<file path="src/rtl/ex_mem_pipe_reg.sv">
// EX->MEM pipeline register with valid/ready handshake and an optional skid entry.
// The skid entry lets oReadyE be registered so that iReadyM never reaches EX combinationally.
module ex_mem_pipe_reg #(
  parameter int DATA_W  = 32,
  parameter int REG_AW  = 5,
  parameter bit SKID_EN = 1'b1
) (
  input  logic              iClk,
  input  logic              iRstN,
  input  logic              iFlush,
  input  logic              iValidE,
  output logic              oReadyE,
  input  logic              iRegWriteE,
  input  logic              iMemToRegE,
  input  logic              iMemWriteE,
  input  logic [DATA_W-1:0] iALUOutE,
  input  logic [DATA_W-1:0] iWriteDataE,
  input  logic [REG_AW-1:0] iWriteRegE,
  output logic              oValidM,
  input  logic              iReadyM,
  output logic              oRegWriteM,
  output logic              oMemToRegM,
  output logic              oMemWriteM,
  output logic [DATA_W-1:0] oALUOutM,
  output logic [DATA_W-1:0] oWriteDataM,
  output logic [REG_AW-1:0] oWriteRegM,
  output logic [1:0]        oCount
);

  // state | meaning
  // EMPTY | no entry held, M outputs are a bubble
  // ONE   | main entry valid, drives the M outputs
  // TWO   | main plus skid entry held, EX is stalled
  typedef enum logic [1:0] {
    EMPTY = 2'd0,
    ONE   = 2'd1,
    TWO   = 2'd2
  } state_t;

  typedef struct packed {
    logic              regWrite;
    logic              memToReg;
    logic              memWrite;
    logic [DATA_W-1:0] aluOut;
    logic [DATA_W-1:0] writeData;
    logic [REG_AW-1:0] writeReg;
  } entry_t;

  state_t state;
  entry_t mainQ;
  entry_t skidQ;
  entry_t inE;
  logic   readyQ;
  logic   accept;
  logic   handoff;

  // Writes to x0 are squashed at capture so downstream never sees them.
  always_comb begin
    inE           = '0;
    inE.regWrite  = iRegWriteE && (iWriteRegE != '0);
    inE.memToReg  = iMemToRegE;
    inE.memWrite  = iMemWriteE;
    inE.aluOut    = iALUOutE;
    inE.writeData = iWriteDataE;
    inE.writeReg  = iWriteRegE;
  end

  assign oValidM = (state != EMPTY);
  assign oReadyE = SKID_EN ? readyQ : (!oValidM || iReadyM);
  assign accept  = iValidE && oReadyE;
  assign handoff = oValidM && iReadyM;

  always_ff @(posedge iClk) begin
    if (!iRstN) begin
      state  <= EMPTY;
      mainQ  <= '0;
      skidQ  <= '0;
      readyQ <= 1'b1;
    end else if (iFlush) begin
      state  <= EMPTY;
      readyQ <= 1'b1;
    end else begin
      case (state)
        EMPTY: begin
          if (accept) begin
            mainQ <= inE;
            state <= ONE;
          end
        end
        ONE: begin
          if (accept && handoff) begin
            mainQ <= inE;
          end else if (accept) begin
            // Only reachable in skid mode; single-entry mode deasserts ready here.
            if (SKID_EN) begin
              skidQ  <= inE;
              state  <= TWO;
              readyQ <= 1'b0;
            end
          end else if (handoff) begin
            state <= EMPTY;
          end
        end
        TWO: begin
          if (handoff) begin
            mainQ  <= skidQ;
            state  <= ONE;
            readyQ <= 1'b1;
          end
        end
        default: begin
          state  <= EMPTY;
          readyQ <= 1'b1;
        end
      endcase
    end
  end

  // Bubbles must never write the register file or memory.
  assign oRegWriteM  = oValidM && mainQ.regWrite;
  assign oMemWriteM  = oValidM && mainQ.memWrite;
  assign oMemToRegM  = mainQ.memToReg;
  assign oALUOutM    = mainQ.aluOut;
  assign oWriteDataM = mainQ.writeData;
  assign oWriteRegM  = mainQ.writeReg;
  assign oCount      = state;

endmodule

</file>
<file path="config.mk">
export PLATFORM = sky130hd
export DESIGN_NAME = ex_mem_pipe_reg
export DESIGN_NICKNAME = d
export VERILOG_FILES = /design/src/rtl/ex_mem_pipe_reg.sv
export SDC_FILE = /design/constraint.sdc
export NUM_CORES = 1
export LEC_CHECK = 0
export ABC_CLOCK_PERIOD_IN_PS = 3000
export CAP_MARGIN = 40
export CORE_MARGIN = 5
export CORE_UTILIZATION = 30
export DETAILED_ROUTE_END_ITERATION = 10
export SYNTH_ARGS = -nofsm -noshare
export SYNTH_HDL_FRONTEND = slang
export SYNTH_SLANG_ARGS = --single-unit
</file>
<file path="constraint.sdc">
create_clock -name iClk -period 3 [get_ports iClk]
set_clock_uncertainty 0.1 [all_clocks]
set_input_delay 0.6 -clock iClk [delete_from_list [all_inputs] [get_ports iClk]]
set_output_delay 0.6 -clock iClk [all_outputs]
set_load 0.01 [all_outputs]
</file>
==> run metrics <==
GRT overflow=0; fin crit period=roughly 2.6 ns; Max Root-Sink Buffers=2; clock sinks=roughly 150; status=complete, no violations; max_slew headroom=about three fifths; commonest cells after routing, fill and taps aside=clkdlybuf4s50_1, dfxtp_1, nand2_1; critical path data required time=roughly 2.3 ns; share of cells above drive strength 1=under 10%; Synth-to-Final Area Change=30.2%; Yosys reg bits=147; gr usage total=13.1%; final net count=868; mapped cell area=6310 sq um; Warnings, synthesis=0; vias in the first global route=around 4700; crit path DAT=1.92 ns; Final Setup Violations=0; final wirelength=15.6 mm; Sum Neg Setup Slack=0 ns; CTS clk-pin slew, worst paths=about 0.060 ns; EDFF count, synth=0; H-Tree Depth=4; Final Non-Filler Cells=around 1100; Max Slew Vio Count=0; worst min-delay path category=flip-flop to flip-flop; Detail Route Antenna Nets=0; initial antenna violation count=0; DP HPWL=10.3 mm; kind of end point of the critical path=output pin; Port Buffers=approximately 150; Power Dens Cells=around 560 nW/um^2; CTS root buf=clkbuf_16; IO Count=around 150; number of max-cap violations=0; # diodes=0; Slowest Stage Delay on Critical Path=0.57 ns; post-synthesis sequential area ratio=between 40% and 50%; Slew @ Worst Pin=roughly 0.62 ns; Critical Path Start Type=flip-flop; Cells after Synth=roughly 730; Clk Latency, worst-skew pair=approximately 0.42 ns; Iter 0 DRT Violations=167; RSZ-0062 raised after global routing=false; initial cell density of the core=30.2%; Vias=4915; multi-input gate area in the final layout=around 2600 sq um; Resized Gates After CTS=0; Post-Place Cells=1047; worst slack, placed=between 0.1 and 0.15 ns; Leakage=about 3.3 nW; Synth Flop Type=dfxtp_1; Core ar.=20900 sq um; TritonCTS clock tree=done; row count=53; post-DR vias/cell=around 4.6; commonest non-fill, non-tap cell in the layout=clkdlybuf4s50_1; Crit Path Class=flip-flop to output pin; Die Width=155 microns; Register Area=just under 3000 sq um; slowest stage cell, crit path=dfxtp_1; Fin. Hold Viols=0; syn_nets=approximately 810; Avg WL per Cell=14.5 microns; CTS buffer count=17; post-synthesis cell type count=28; first-pass GRT wire length=approximately 25 mm; DRC viols=0; fillcell total=~2100; Reg2Reg Depth=5; fin crit share=around 87%; chip height=between 150 and 200 microns; hold_buf cts=0; Die ar.=~24000 sq um; CP cell instances=or2_2, and2_1, clkdlybuf4s50_1; maximum vdd ir drop=0.000364 V; largest net degree at the start of global routing=52; Critical Path Fanout Max=9; fmax=382 MHz; asr flop ratio synth=0%; worst setup slack after layout=0.380 ns; First-pass DRT Iterations=4; Hold Crit Depth=2; Setup Fix Bufs, Post-CTS=0; RD Place Congestion=just over 0.7; Synth Area per Inst=around 8.7 sq um
## sequential cells by signal, indices dropped and copies added (netlist names)
name	flops
oALUOutM	32
oMemToRegM	1
skidQ	72
oCount	2
oReadyE	1
oWriteDataM	32
mainQ	2
oWriteRegM	5
## layout make-up
class	instances	area share (%)
clock buffers	21	5.73
clock inverters	9	1.01
inverters	1	0.0762
multi-input cells	455	32.0
flip-flops and latches	147	35.8
well taps	275	4.19
repair buffers	169	21.1
## report_power, final
part | switching, mW | internal (mW)
Sequential | 0.0443 | 2.03
Clock | 0.819 | 1.19
Combinational | 0.244 | 0.306
## through the flow
step	hold slack (ns)	power, mW	cell area [sq um]	util (%)
finish	0.353	4.64	8210	39.3
global route	0.367	4.85	8210	39.3
CTS	0.354	4.72	8210	39.3
detailed placement	0.346	2.68	7660	36.7
global placement	0.340	2.67	7660	36.7
floorplan	0.332	2.44	6310	-
## worst max-delay path: cells and delay by family (launching register included)
family	cells	cell delay, ns
and+or+nand+nor	2	0.38
buffers and inverters	1	0.54
DFF	1	0.57
## cells by family (layout without fill, tap and decap cells)
group	Yosys count	after routing	share of synthesized area (%)
AOI/OAI and AO/OA	152	152	15.4
buffers and inverters	126	200	12.0
muxes	72	72	11.4
and+or+nand+nor	231	231	14.6
DFF	147	147	46.6
## path summary, 6_finish.rpt
path | startpoint | end | slack (ns)
min | skidQ[53] | skidQ[53] | 0.35
max | oCount[1] | oRegWriteM | 0.38
min reg2reg | skidQ[53] | skidQ[53] | 0.35
max reg2reg | oCount[0] | oWriteDataM[7] | 0.88
## metal layers
layer / share of wire (%) / global-route usage, % / up-vias
met1: 47 / 16.9 / 2259
li1: - / - / 2538
met2: 47 / 20.7 / 99
met3: 4.8 / 3.64 / 19
met5: 0 / 0 / -
met4: 2.1 / 5.38 / 0
## Yosys cell counts (2+ instances only)
cell	instances	area (sq um)
nand3b_1	2	15.0
buf_4	70	526
a21oi_1	74	370
dfxtp_1	147	2940
and2_1	2	12.5
mux2i_1	72	721
buf_2	17	85.1
nand2b_1	3	18.8
and3b_1	2	17.5
clkbuf_1	37	139
a211oi_1	71	533
nor2_1	71	267
nand2_1	145	544
(Power assumes the default switching activity.)
